$ cat config.mk
export PLATFORM = sky130hd
export DESIGN_NAME = hwpe_stream_fence_scheduler
export DESIGN_NICKNAME = d
export VERILOG_FILES = /design/src/rtl/hwpe_stream_fence_scheduler.sv
export SDC_FILE = /design/constraint.sdc
export NUM_CORES = 1
export LEC_CHECK = 0
export CAP_MARGIN = 20
export CORE_MARGIN = 3
export CORE_UTILIZATION = 34
export CTS_CLUSTER_SIZE = 20
export DETAILED_ROUTE_END_ITERATION = 7
export GPL_TIMING_DRIVEN = 0
export PLACE_DENSITY = 0.79
export RECOVER_POWER = 100
export SYNTH_ARGS = -nofsm -noshare
export SYNTH_HDL_FRONTEND = slang
export SYNTH_SLANG_ARGS = --single-unit
$ cat constraint.sdc
create_clock -name clk_i -period 2.81 [get_ports clk_i]
set_clock_uncertainty 0.05 [all_clocks]
set_input_delay 0.281 -clock clk_i [delete_from_list [all_inputs] [get_ports clk_i]]
set_output_delay 0.281 -clock clk_i [all_outputs]
set_load 0.01 [all_outputs]
$ cat src/rtl/hwpe_stream_fence_scheduler.sv
// Lockstep fence across NB_STREAMS HWPE-Stream lanes for one bounded command.
// Optional stall watchdog: define HWPE_STREAM_FENCE_SCHEDULER_TIMEOUT_EN.
module hwpe_stream_fence_scheduler #(
    parameter int unsigned NB_STREAMS     = 2,
    parameter int unsigned DATA_WIDTH     = 32,
    parameter int unsigned STRB_WIDTH     = DATA_WIDTH / 8,
    parameter int unsigned CNT_WIDTH      = 16,
    parameter int unsigned TIMEOUT_CYCLES = 1024
) (
    input  logic                             clk_i,
    input  logic                             rst_ni,
    input  logic                             clear_i,
    input  logic                             test_mode_i,
    input  logic                             start_i,
    input  logic [NB_STREAMS-1:0]            mask_i,
    input  logic [CNT_WIDTH-1:0]             len_i,
    input  logic [NB_STREAMS-1:0]            push_valid_i,
    output logic [NB_STREAMS-1:0]            push_ready_o,
    input  logic [NB_STREAMS*DATA_WIDTH-1:0] push_data_i,
    input  logic [NB_STREAMS*STRB_WIDTH-1:0] push_strb_i,
    output logic [NB_STREAMS-1:0]            pop_valid_o,
    input  logic [NB_STREAMS-1:0]            pop_ready_i,
    output logic [NB_STREAMS*DATA_WIDTH-1:0] pop_data_o,
    output logic [NB_STREAMS*STRB_WIDTH-1:0] pop_strb_o,
    output logic                             busy_o,
    output logic                             done_o,
    output logic                             timeout_o,
    output logic [CNT_WIDTH-1:0]             beat_cnt_o
);

    typedef enum logic [1:0] {
        S_IDLE,
        S_FENCE,
        S_DONE
    } state_t;

    state_t                  r_state;
    logic [NB_STREAMS-1:0]   r_mask;
    logic [CNT_WIDTH-1:0]    r_len;
    logic [CNT_WIDTH-1:0]    r_beat_cnt;

    logic                    w_in_fence;
    logic                    w_all_v;
    logic                    w_all_r;
    logic                    w_fire;
    logic                    w_last;
    logic                    w_unused;

    assign w_unused   = test_mode_i | (TIMEOUT_CYCLES == 0);

    assign w_in_fence = (r_state == S_FENCE);
    assign w_all_v    = &(push_valid_i | ~r_mask);
    assign w_all_r    = &(pop_ready_i  | ~r_mask);
    assign w_fire     = w_in_fence & w_all_v & w_all_r;
    assign w_last     = (r_beat_cnt == r_len - 1'b1);

    // Disabled lanes stay blocked so their pending beats survive for a later command.
    assign pop_valid_o  = {NB_STREAMS{w_in_fence & w_all_v}} & r_mask;
    assign push_ready_o = {NB_STREAMS{w_fire}} & r_mask;
    assign pop_data_o   = push_data_i;
    assign pop_strb_o   = push_strb_i;

    assign busy_o     = w_in_fence;
    assign done_o     = (r_state == S_DONE);
    assign beat_cnt_o = r_beat_cnt;

`ifdef HWPE_STREAM_FENCE_SCHEDULER_TIMEOUT_EN
    localparam int unsigned STALL_W = $clog2(TIMEOUT_CYCLES + 1);

    logic [STALL_W-1:0] r_stall;
    logic [STALL_W-1:0] w_stall_nxt;
    logic               r_timeout;

    assign w_stall_nxt = r_stall + 1'b1;
    assign timeout_o   = done_o & r_timeout;
`else
    assign timeout_o   = 1'b0;
`endif

    always_ff @(posedge clk_i or negedge rst_ni) begin
        if (!rst_ni) begin
            r_state    <= S_IDLE;
            r_mask     <= '0;
            r_len      <= '0;
            r_beat_cnt <= '0;
`ifdef HWPE_STREAM_FENCE_SCHEDULER_TIMEOUT_EN
            r_stall    <= '0;
            r_timeout  <= 1'b0;
`endif
        end else if (clear_i) begin
            r_state    <= S_IDLE;
            r_mask     <= '0;
            r_len      <= '0;
            r_beat_cnt <= '0;
`ifdef HWPE_STREAM_FENCE_SCHEDULER_TIMEOUT_EN
            r_stall    <= '0;
            r_timeout  <= 1'b0;
`endif
        end else begin
            case (r_state)
                S_IDLE: begin
                    if (start_i) begin
                        r_mask     <= mask_i;
                        r_len      <= len_i;
                        r_beat_cnt <= '0;
`ifdef HWPE_STREAM_FENCE_SCHEDULER_TIMEOUT_EN
                        r_stall    <= '0;
                        r_timeout  <= 1'b0;
`endif
                        r_state    <= ((len_i == '0) || (mask_i == '0)) ? S_DONE : S_FENCE;
                    end
                end
                S_FENCE: begin
                    if (w_fire) begin
                        r_beat_cnt <= r_beat_cnt + 1'b1;
`ifdef HWPE_STREAM_FENCE_SCHEDULER_TIMEOUT_EN
                        r_stall    <= '0;
`endif
                        if (w_last) begin
                            r_state <= S_DONE;
                        end
                    end
`ifdef HWPE_STREAM_FENCE_SCHEDULER_TIMEOUT_EN
                    // Abort on the stall cycle that brings the counter to TIMEOUT_CYCLES-1.
                    else if (w_stall_nxt >= STALL_W'(TIMEOUT_CYCLES - 1)) begin
                        r_stall   <= w_stall_nxt;
                        r_timeout <= 1'b1;
                        r_state   <= S_DONE;
                    end else begin
                        r_stall   <= w_stall_nxt;
                    end
`endif
                end
                S_DONE: begin
                    r_state <= S_IDLE;
                end
                default: begin
                    r_state <= S_IDLE;
                end
            endcase
        end
    end

endmodule

# Word-level counts from Yosys, hierarchy flattened
# Cells that the tools add are included.
dict set report word_totals {
  ff_bits 36
  in_bits 99
  out_inout_bits 95
  word_cells 47
}
dict set report op_classes {
  addsub 2
  eq_ne 6
  muxes 16
  bitwise_logic 7
  n_reduce_logical 12
}
# op count
set ops {}
lappend ops {{$mux 16} 6}
lappend ops {{$pmux 16 s2} 1}
lappend ops {{$add 16x1->16 const B} 1}
lappend ops {{$eq 16x16->1} 1}
lappend ops {{$logic_not 16->1} 1}
lappend ops {{$mux 2} 8}
lappend ops {{$sub 16x1->16 const B} 1}
lappend ops {{$ne 3x2->1 const B} 2}
lappend ops {{$reduce_and 2->1} 3}
lappend ops {{$reduce_and 3->1} 2}
lappend ops {{$and 2x2->2} 2}
lappend ops {{$logic_not 2->1} 2}
lappend ops {{$or 2x2->2} 2}
lappend ops {{$pmux 2 s2} 1}
lappend ops {{$reduce_bool 2->1} 2}
lappend ops {{$ne 3x3->1 const B} 1}
lappend ops {{$reduce_bool 3->1} 1}
lappend ops {{$and 1x1->1} 2}
lappend ops {{$eq 2x1->1 const B} 1}
lappend ops {{$eq 2x2->1 const B} 1}
lappend ops {{$not 2->2} 1}
lappend ops {{$logic_or 1x1->1} 1}

# Longest topological paths before layout
# Gate-level depths: netlist of the first run.
dict set report depth {
  depth_word 8
  depth_mapped 9
  ltp_nobuf 8
}

# Worst setup path after synthesis of the first run
# OpenSTA, ideal clock, no wires.
dict set report synth_path {
  kind {register to register}
  startpoint {register r_len[0]}
  endpoint {register r_state[1]}
  setup_ns 0.111
  t_arrival_ns 2.474
  required_ns 2.649
  setup_slack_ns 0.175
  path_stages_with_launch 10
  path_buffers 1
  synth_period_minus_slack_ns 2.635
  cell_sequence {dfrtp_1 > clkbuf_1 > inv_1 > ha_1 > or3b_1 > or4_1 > o311a_1 > o21ai_1 > nand4_1 > a2111oi_2}
}
dict set report synth_via {
  elab_chain_len 4
}
# element line
set synth_lines {}
lappend synth_lines {{from (decl)} 39} ;# logic [CNT_WIDTH-1:0] r_len;
lappend synth_lines {{from (signal assigned)} 104} ;# r_len <= len_i;
lappend synth_lines {{$sub 16x1->16} 55} ;# assign w_last = (r_beat_cnt == r_len - 1'b1);
lappend synth_lines {{$eq 16x16->1} 55}
lappend synth_lines {{$ne 3x2->1 (no line)} n/a}
lappend synth_lines {{$reduce_and 3->1 (no line)} n/a}
lappend synth_lines {{to (signal assigned)} 110} ;# r_state <= ((len_i == '0) || (mask_i == '0)) ? S_DONE : S_FENCE;
lappend synth_lines {{to (decl)} 37} ;# state_t r_state;
# Every way passes these cells.
# A chain may end at the register's enable or synchronous reset.

# Worst setup path after layout of the first run
dict set report layout_path {
  startpoint {register r_len[4]}
  endpoint {register r_state[0]}
}
# Same word-level chain as after synthesis.

==> summary.md, run 1 <==
| Metric | Value |
|---|---|
| CTS buffer count | 5 |
| Root buffer selected by CTS | sky130_fd_sc_hd__clkbuf_8 |
| Clock slew at the register clock pins of the worst setup and hold paths | roughly 0.070 ns |
| Data required time at the worst endpoint | roughly 3 ns |
| Total power draw | 2050 uW |
| Max Clk Rate | 370 MHz |
| Count of warnings emitted by yosys | 0 |
| Critical Path Source | r_len[4] |
| Filler cell count | between 700 and 800 |
| Path category of the worst min-delay check | register to register |
| Final-report setup violation count | 0 |
| Number of endpoints with negative hold slack in the final report | 0 |
| Antenna violations before repair | 0 |
| Placer congestion estimate | between 0.8 and 0.9 |
| Share of synthesized area occupied by flip-flops and latches | around 30% |
| Global-route wire length before repair | 14.3 mm |
| Leftover overflow at the end of global routing | 0 |
| Overall fraction of global-route tracks in use | approximately 17% |
| Maximum buffer depth of the clock tree | 2 |
| Via/cell ratio | a little over 5 |
| Pin count of the biggest net entering global routing | 37 |
| Setup TNS Final | 0 ns |
| Synth async-reset ratio | between 90% and 100% |
| Die area | ~10000 um^2 |
| Number of enable flip-flop cells after synthesis | 0 |
| Height of the die | ~100 um |
| Crit share post-route | roughly 96% |
| WP data arrival | ~2.8 ns |
| Fraction of power consumed by combinational cells | between 40% and 50% |
| Delay of the slowest cell on the worst path | 0.53 ns |
| Internal power | 1260 uW |
| NetSw | about 790 uW |
| Combined flip-flop and latch cell area | ~900 um^2 |
| Worst skew pair latency | roughly 0.29 ns |
| Leading post-synthesis cells by instance count | 73 x sky130_fd_sc_hd__buf_4, 45 x sky130_fd_sc_hd__nand2_1, 36 x sky130_fd_sc_hd__dfrtp_1, 36 x sky130_fd_sc_hd__o21ai_0, 18 x sky130_fd_sc_hd__a21oi_1 |
| Vias post-DR | between 3000 and 4000 |
| Power density normalized to cell area | approximately 460 nW/um^2 |
| Die Wd | about 100 um |
| Mapped cell area | ~3000 um^2 |
| Critical path's slowest cell | sky130_fd_sc_hd__or4_4 |
| Cell count after synthesis | between 300 and 400 |
| Detailed-route wire length | 9.13 mm |
| Top cell type's share of synthesized area | between 30% and 40% |
| Failing checks | capacitance limit, slew limit |
| Layout Area Growth over Synthesis | 49.9% |
| DRC marker count from the first detailed-route iteration | about 150 |
| Routed wire length per instance | approximately 15 um |
| Core area | 8380 um^2 |
| Leakage power of the design | a little under 0.002 uW |
| Most area-hungry cell type in the Yosys netlist | sky130_fd_sc_hd__dfrtp_1 |
| Remaining routing DRC violations | 0 |
| Number of nets in the synthesized netlist | around 480 |
| Transition time of the tightest slew-check pin | just over 2 ns |
| Critical Path, Cell by Cell | buf_6 > or4_4 > buf_6 > or4_4 > o311a_1 > o21ai_2 > nand4_1 > buf_4 > a32o_1 |
| VDD IR-drop max | between 0.2 and 0.3 mV |
| # rows | 33 |
| Critical path fanouts, max | 8 |
| Max-slew headroom at the worst pin | -37.7% |
| Ant diodes | 0 |
| Level count of the clock H-tree | 2 |
| Fin nets | just over 600 |
| Status | finished with violations |
| Clock network fraction of design power | roughly a fifth |
| Switching share of power | about two fifths |
| Most used flip-flop cell after synthesis | sky130_fd_sc_hd__dfrtp_1 |
| Vias in the first global route | approximately 3200 |
| HPWL after detailed placement | 7.26 mm |
| Initial standard-cell utilization of the core | approximately 36% |
| Critical Setup Path Class | register to register |
| Dominant cell by count in the synthesized netlist | sky130_fd_sc_hd__buf_4 |
| Min cycle time layout | ~2.7 ns |
| Worst Min Path Start | r_mask[0] |
| Area of the multi-input gates | 1460 um^2 |
| Fraction of final layout cells sized beyond drive strength 1 | approximately a fifth |
| Number of antenna-violating nets in the routed design | 0 |
| Post-synthesis register bit count | 36 |
| TritonCTS clock tree | done |
| Count of cell types in the netlist | between 50 and 60 |
| Area contributors post-synth | sky130_fd_sc_hd__dfrtp_1 30%, sky130_fd_sc_hd__buf_4 18%, sky130_fd_sc_hd__o21ai_0 6.0% |
| Worst reg2reg path startpoint | r_len[4] |
| Port bufs | roughly 120 |
| Synth Area per Inst | roughly 8 um^2 |
| Seq pwr share | between 30% and 40% |
| Sort of element at the end of the critical path | register |
| Critical Path Start Type | register |
| Boundary Pins | about 190 |
| First-pass DRT Iterations | 4 |
| Number of sinks driven by the clock tree | 36 |
| Max-slew violation count | 37 |
| Max-cap violations | 1 |
## stage by stage
stage / setup slack [ns] / cells / utilization (%) / instance area [um^2] / hold WS, ns
finish: 0.107 / 610 / 53.7 / 4500 / 0.457
floorplan: 0.175 / 374 / - / 3000 / -0.0646
global route: -0.0274 / 610 / 53.7 / 4500 / 0.491
CTS: 0.0207 / 604 / 52.7 / 4420 / 0.0741
detailed placement: -0.186 / 598 / 51.5 / 4320 / 0.388
global placement: -0.128 / 598 / 51.6 / 4320 / 0.428
## area by class of cell
class	count	share of cell area, %
buffer	90	14.0
clock buffer	7	2.14
inverter	12	1.00
multi-input combinational	235	32.5
sequential	36	20.1
tap	105	2.92
timing repair buffer	125	27.3
## logic make-up after synthesis
family	count (synthesis)	synth area share (%)
AO/OA/AOI/OAI	90	19.4
XOR/XNOR	12	3.50
adder cells (fa/ha/maj)	2	0.834
buffers and inverters	103	22.3
flip-flops	36	30.0
other	1	0.125
AND/OR/NAND/NOR	130	23.8
## metal layers
metal / vias up / GRT usage, % / routed length, um
met5: - / 0 / 0
met4: 0 / 5.25 / 97
met3: 11 / 3.47 / 534
met2: 127 / 31.1 / 4810
met1: 1470 / 20.7 / 3680
li1: 1520 / - / -
## sequential cells by signal, summed over array words and instances (netlist names)
name        count
beat_cnt_o     16
r_len          16
r_mask          2
r_state         2
## worst max-delay path: cells and delay by family (launching register included)
family          cells  cell delay, ns
simple gates        3            1.22
compound gates      3            0.49
buf+inv             3            0.47
flops               1            0.38
## layout by cell type, fill, tap and decap left out, types with 6 or more instances in the layout
| cell | synthesis | layout |
|---|---|---|
| sky130_fd_sc_hd__a21oi_1 | 18 | 18 |
| sky130_fd_sc_hd__nor3_1 | 9 | 9 |
| sky130_fd_sc_hd__clkbuf_1 | 16 | 14 |
| sky130_fd_sc_hd__nand4_1 | 6 | 6 |
| sky130_fd_sc_hd__nor2_1 | 14 | 14 |
| sky130_fd_sc_hd__clkdlybuf4s50_1 | 0 | 24 |
| sky130_fd_sc_hd__inv_1 | 12 | 10 |
| sky130_fd_sc_hd__dlygate4sd3_1 | 0 | 94 |
| sky130_fd_sc_hd__clkbuf_8 | 0 | 7 |
| sky130_fd_sc_hd__xnor2_1 | 7 | 7 |
| sky130_fd_sc_hd__or4_1 | 13 | 11 |
| sky130_fd_sc_hd__nand2b_1 | 6 | 6 |
| sky130_fd_sc_hd__o21ai_0 | 36 | 36 |
| sky130_fd_sc_hd__dfrtp_1 | 36 | 34 |
| sky130_fd_sc_hd__nor4_1 | 7 | 7 |
| sky130_fd_sc_hd__buf_4 | 73 | 79 |
| sky130_fd_sc_hd__o31ai_1 | 9 | 9 |
| sky130_fd_sc_hd__nand2_1 | 45 | 45 |
## repair_timing
action | in CTS | in global routing
buffers inserted | 0 | 6
hold buffers | 0 | 0
hold endpoints to repair | 0 | 0
setup endpoints to repair | 2 | 13
resized for setup | 3 | 15
pin swaps | 1 | 4
## worst paths after layout
path	end	slack, ns	depth (start not counted)
worst max-delay path	r_state[0]	0.11	9
worst min-delay path	r_mask[0]	0.46	2
worst max register to register	r_state[0]	0.11	9
worst min register to register	r_mask[0]	0.46	2
max in group asynchronous	r_len[0]	0.85	1
min in group asynchronous	beat_cnt_o[0]	0.53	1
## power by group through the flow
stage | Sequential, uW | Clock (uW) | Combinational, uW
2_1_floorplan | 640 | 0 | 628
3_3_place_gp | 656 | 0 | 925
3_5_place_dp | 660 | 0 | 951
4_1_cts | 658 | 417 | 952
5_1_grt | 668 | 438 | 1080
6_report | 658 | 410 | 983
No activity file was read; power rests on OpenSTA's default activity.
==> inputs of run 2 (changes only) <==
--- a/config.mk
+++ b/config.mk
@@ -5,6 +5,7 @@
 export SDC_FILE = /design/constraint.sdc
 export NUM_CORES = 1
 export LEC_CHECK = 0
+export ABC_CLOCK_PERIOD_IN_PS = 2810
 export CAP_MARGIN = 20
 export CORE_MARGIN = 3
 export CORE_UTILIZATION = 34
==> results of run 2 <==
Same layout as run 1: the final DEF is identical, and so are final timing and power.
==> RTL edit 1: new RTL, config.mk and constraints of run 1 <==
Put one more register stage on the output `beat_cnt_o`, without a reset. The value now appears one clock later. The other outputs are not delayed to match.
--- a/src/rtl/hwpe_stream_fence_scheduler.sv
+++ b/src/rtl/hwpe_stream_fence_scheduler.sv
@@ -62,7 +62,9 @@
 
     assign busy_o     = w_in_fence;
     assign done_o     = (r_state == S_DONE);
-    assign beat_cnt_o = r_beat_cnt;
+    always_ff @(posedge clk_i) begin
+        beat_cnt_o <= r_beat_cnt;
+    end
 
 `ifdef HWPE_STREAM_FENCE_SCHEDULER_TIMEOUT_EN
     localparam int unsigned STALL_W = $clog2(TIMEOUT_CYCLES + 1);
Check against the original RTL: not equivalent (a bounded check fails within 4 cycles, from zero or initial values and one cycle with rst_ni low).
==> RTL edit 1 against run 1 <==
The run still ends with max-capacitance violations, max-slew violations left. Synthesized cell count grew 2.1%. Worst setup slack improved by 0.060 ns. Utilization fell by 2.8 points. Routed wire length is 5.1% lower. Count of clock-buffer cells in the layout did not move. Via count fell by 0.45%. Sequential cell count rose by 16. Largest cell class unchanged. Final area up 5.1%. Synthesized area rose by 8.8%. Maximum frequency up 2.3%.
Power is not compared: it rests on default switching activity, and its combinational part moved more than twofold at a synthesized area within 25%.
==> RTL edit 1: results (changes against run 1) <==
metric	value	unit	change
min_to	beat_cnt_o[3]$_DFF_P_		was r_mask[0]$_DFFE_PN0P_
post_cts_buffers	0		unchanged
multi_input_area	1430	um^2	was 1460 um^2
multi_input_gates	237		was 235
timing.final.max_slew_violations	37		unchanged
r2r_cells	8		was 9
status	complete, but fails checks		unchanged
nets	609		was 606
setup.worst_path.end	r_state[1]$_DFFE_PN0P_		was r_state[0]$_DFFE_PN0P_
synth_nets	483		was 475
grt_pass1_vias	3038		was 3157
drt-met1-wl	3.46	mm	was 3.68 mm
power_leakage	2.02	nW	
muxShareOfSynthArea	0.306	%	was 0%
vias	3114		was 3128
taps	129		was 105
seq_share	25.8	%	was 20.1%
cp.arrival	2.82	ns	was 2.84 ns
crit_fanout	5		was 8
drt-total-wl	8.66	mm	was 9.13 mm
use_met1	19.1	%	was 20.7%
yosys-top-cells-count	buf_4, nand2_1, dfrtp_1		was buf_4, nand2_1, dfrtp_1, o21ai_0, a21oi_1
synth_area_leaders	dfrtp_1, buf_4, dfxtp_1		was dfrtp_1, buf_4, o21ai_0
stdcell_area	4730	um^2	was 4500 um^2
violations	max-capacitance violations, max-slew violations		unchanged
clock_latency	0.31	ns	was 0.29 ns
met2_length	4.40	mm	was 4.81 mm
synth_fa_ha_area_share	0.766	%	was 0.834%
ys_async_sr_fraction	69.2	%	was 100%
drt_iter0_drc	95		was 154
rr_startpoint	r_len[0]$_DFFE_PN0P_		was r_len[4]$_DFFE_PN0P_
synth-seq-area-share	37.4	%	was 30.0%
grt_first_pass_wirelength	14.1	mm	was 14.3 mm
place_congestion	0.869		was 0.845
post_cts_resized	0		was 3
dpl_cell_area	4610	um^2	was 4320 um^2
met3_usage	3.29	%	was 3.47%
synthXorXnorAreaFrac	5.09	%	was 3.50%
grt_use_total	15.5	%	was 17.3%
fillerInstances	897		was 772
clock_tree.root_cell	clkbuf_8		unchanged
hpwl	7.15	mm	was 7.26 mm
cap_violations	1		unchanged
nonClkBufAreaFrac	37.6	%	was 41.3%
hold-path-cell-count	0		was 2
clkCellAreaFrac	2.25	%	was 2.14%
clock-sinks	52		was 36
maxSlewHeadroom	-30.9	%	was -37.7%
yosysWarnings	0		unchanged
num-nonclk-inverters	8		was 12
RTL edit 1: power by group:
part | internal [mW] | switching [mW] | leakage [nW] | total (mW)
logic | 0.256 | 0.219 | 1.35 | 0.474
registers | 0.762 | 0.0249 | 0.621 | 0.787
clock network | 0.234 | 0.253 | 0.0540 | 0.487
RTL edit 1: per-stage QoR:
stage | hold WS [ns] | std cells | setup slack [ns]
floorplan | -0.0646 | 382 | 0.404
global placement | 0.303 | 630 | 0.203
detailed placement | 0.319 | 630 | 0.146
CTS | 0.0301 | 638 | 0.183
global route | 0.353 | 638 | 0.00506
finish | 0.334 | 638 | 0.167
RTL edit 1: worst max-delay path, stage by stage (launching register included):
cell and delay (ns):
dfrtp_1 0.46, inv_1 0.11, ha_1 0.22, or4b_4 0.53, a2111oi_4 0.32, nand3b_1 0.17, nand2_1 0.07, or4b_1 0.52
o32ai_2 0.11
==> RTL edit 2: new RTL, settings of run 1 <==
Without the edit above. Build with the macro `HWPE_STREAM_FENCE_SCHEDULER_TIMEOUT_EN` defined.
--- a/src/rtl/hwpe_stream_fence_scheduler.sv
+++ b/src/rtl/hwpe_stream_fence_scheduler.sv
@@ -1,5 +1,7 @@
 // Lockstep fence across NB_STREAMS HWPE-Stream lanes for one bounded command.
 // Optional stall watchdog: define HWPE_STREAM_FENCE_SCHEDULER_TIMEOUT_EN.
+`define HWPE_STREAM_FENCE_SCHEDULER_TIMEOUT_EN
+
 module hwpe_stream_fence_scheduler #(
     parameter int unsigned NB_STREAMS     = 2,
     parameter int unsigned DATA_WIDTH     = 32,
Function: no difference found for any inputs over 10 cycles, from zero or initial values and one cycle with rst_ni low; that may be too few to reach the edited logic, so the function may still have changed.
==> RTL edit 2 against run 1 <==
The run ends with negative setup slack left. Maximum frequency down 4.2%. Critical endpoint unchanged. Synthesized area up 20%. Sequential cell count up 12. Worst setup slack worse by 0.12 ns. Via count up 17%. Final area up 15%. Combinational power down 37%. Critical path depth down 1. Critical path type unchanged. Total power down 11%. First-iteration DRC count up 69%. Routed wire length up 13%. Hold slack better by 0.0056 ns. Synthesized cell count up 19%.
==> RTL edit 2: results (changes against run 1) <==
metric	value	unit	change
crit_path_top_delay_cell	or4_4		unchanged
nNonClkBuffers	217		was 215
nonClkBufAreaFrac	36.2	%	was 41.3%
fillerInstances	928		was 772
power_leakage	2.24	nW	was 1.93 nW
hpwl	8.29	mm	was 7.26 mm
netlist_instances	444		was 374
clock_buffers	6		was 7
nets	682		was 606
post_cts_buffers	6		was 0
synth_nets	547		was 475
met3_usage	3.14	%	was 3.47%
seq_area	1200	um^2	was 903 um^2
placed_cells	698		was 598
layout_setup_ws	-0.0107	ns	was 0.107 ns
clock_latency	0.31	ns	was 0.29 ns
crit_fanout	6		was 8
use_met2	28.2	%	was 31.1%
vias	3664		was 3128
worst_hold_slack	0.463	ns	was 0.457 ns
grt_pass1_vias	3472		was 3157
worst_pin_slew	1.30	ns	was 2.07 ns
clk_pin_slew	0.10	ns	was 0.07 ns
place_congestion	0.864		was 0.845
status	complete, but fails checks		unchanged
portBuffers	120		was 119
switching_share	32.0	%	was 38.4%
grt_use_total	16.8	%	was 17.3%
drive_gt1_share	18.6	%	was 20.6%
grt_max_degree	26		was 37
use_met1	22.3	%	was 20.7%
violations	negative setup slack		was max-capacitance violations, max-slew violations
peakVddDrop	0.195	mV	was 0.296 mV
synth_area_leaders	dfrtp_1, buf_4, nand2_1		was dfrtp_1, buf_4, o21ai_0
num-nonclk-inverters	10		was 12
multi_input_gates	297		was 235
setup_viol	1		was 0
grt_first_pass_wirelength	16.4	mm	was 14.3 mm
cp.arrival	2.97	ns	was 2.84 ns
setup_tns	-0.0107	ns	was 0 ns
dp_slack	-0.263	ns	was -0.186 ns
viasPerCell	5.14		was 5.13
dpl_cell_area	5010	um^2	was 4320 um^2
firstDrtPassIters	5		was 4
n_sequential_cell	48		was 36
yosys-top-cells-count	buf_4, nand2_1, dfrtp_1		was buf_4, nand2_1, dfrtp_1, o21ai_0, a21oi_1
rows	36		was 33
synth_cell_types	54		was 53
seq_share	23.4	%	was 20.1%
RTL edit 2: changes by cell type in the layout (fill, tap and decap cells not counted), sizes merged, moves of 9 or more:
cell / run 1 / this run
nand2: 45 / 57
xnor2: 7 / 17
nand3: 5 / 14
xor2: 5 / 14
o21ai: 38 / 27
dfrtp: 36 / 48
nor2: 14 / 29
RTL edit 2: path summary, 6_finish.rpt:
check	start	endpoint	cells after the start	slack [ns]
min reg2reg	r_stall[9]$_DFFE_PN0P_	r_stall[9]$_DFFE_PN0P_	1	0.46
max	r_len[0]$_DFFE_PN0P_	r_state[0]$_DFFE_PN0P_	8	-0.01
min	r_stall[9]$_DFFE_PN0P_	r_stall[9]$_DFFE_PN0P_	1	0.46
max reg2reg	r_len[0]$_DFFE_PN0P_	r_state[0]$_DFFE_PN0P_	8	-0.01
min in group asynchronous	rst_ni	r_stall[3]$_DFFE_PN0P_	2	0.72
max in group asynchronous	rst_ni	r_len[5]$_DFFE_PN0P_	3	0.66
RTL edit 2: logic make-up after synthesis:
kind of cell,Yosys count,synth area share (%)
AND/OR/NAND/NOR,177,25.0
buffers and inverters,99,17.9
AO/OA/AOI/OAI,82,13.9
flip-flops,48,33.4
XOR/XNOR,31,7.55
adder cells (fa/ha/maj),4,1.39
multiplexers,3,0.904
RTL edit 2: power groups by stage:
stage | Combinational (mW) | Clock, mW | Sequential [mW]
6_report | 0.619 | 0.451 | 0.748
4_1_cts | 0.638 | 0.459 | 0.746
3_5_place_dp | 0.620 | 0 | 0.762
2_1_floorplan | 0.377 | 0 | 0.752
3_3_place_gp | 0.602 | 0 | 0.761
5_1_grt | 0.681 | 0.494 | 0.751
RTL edit 2: layer usage:
metal	share of wire, %	wire, um
met1	42	4350
met4	1.7	174
met5	0	0
met3	8.8	906
met2	47	4870
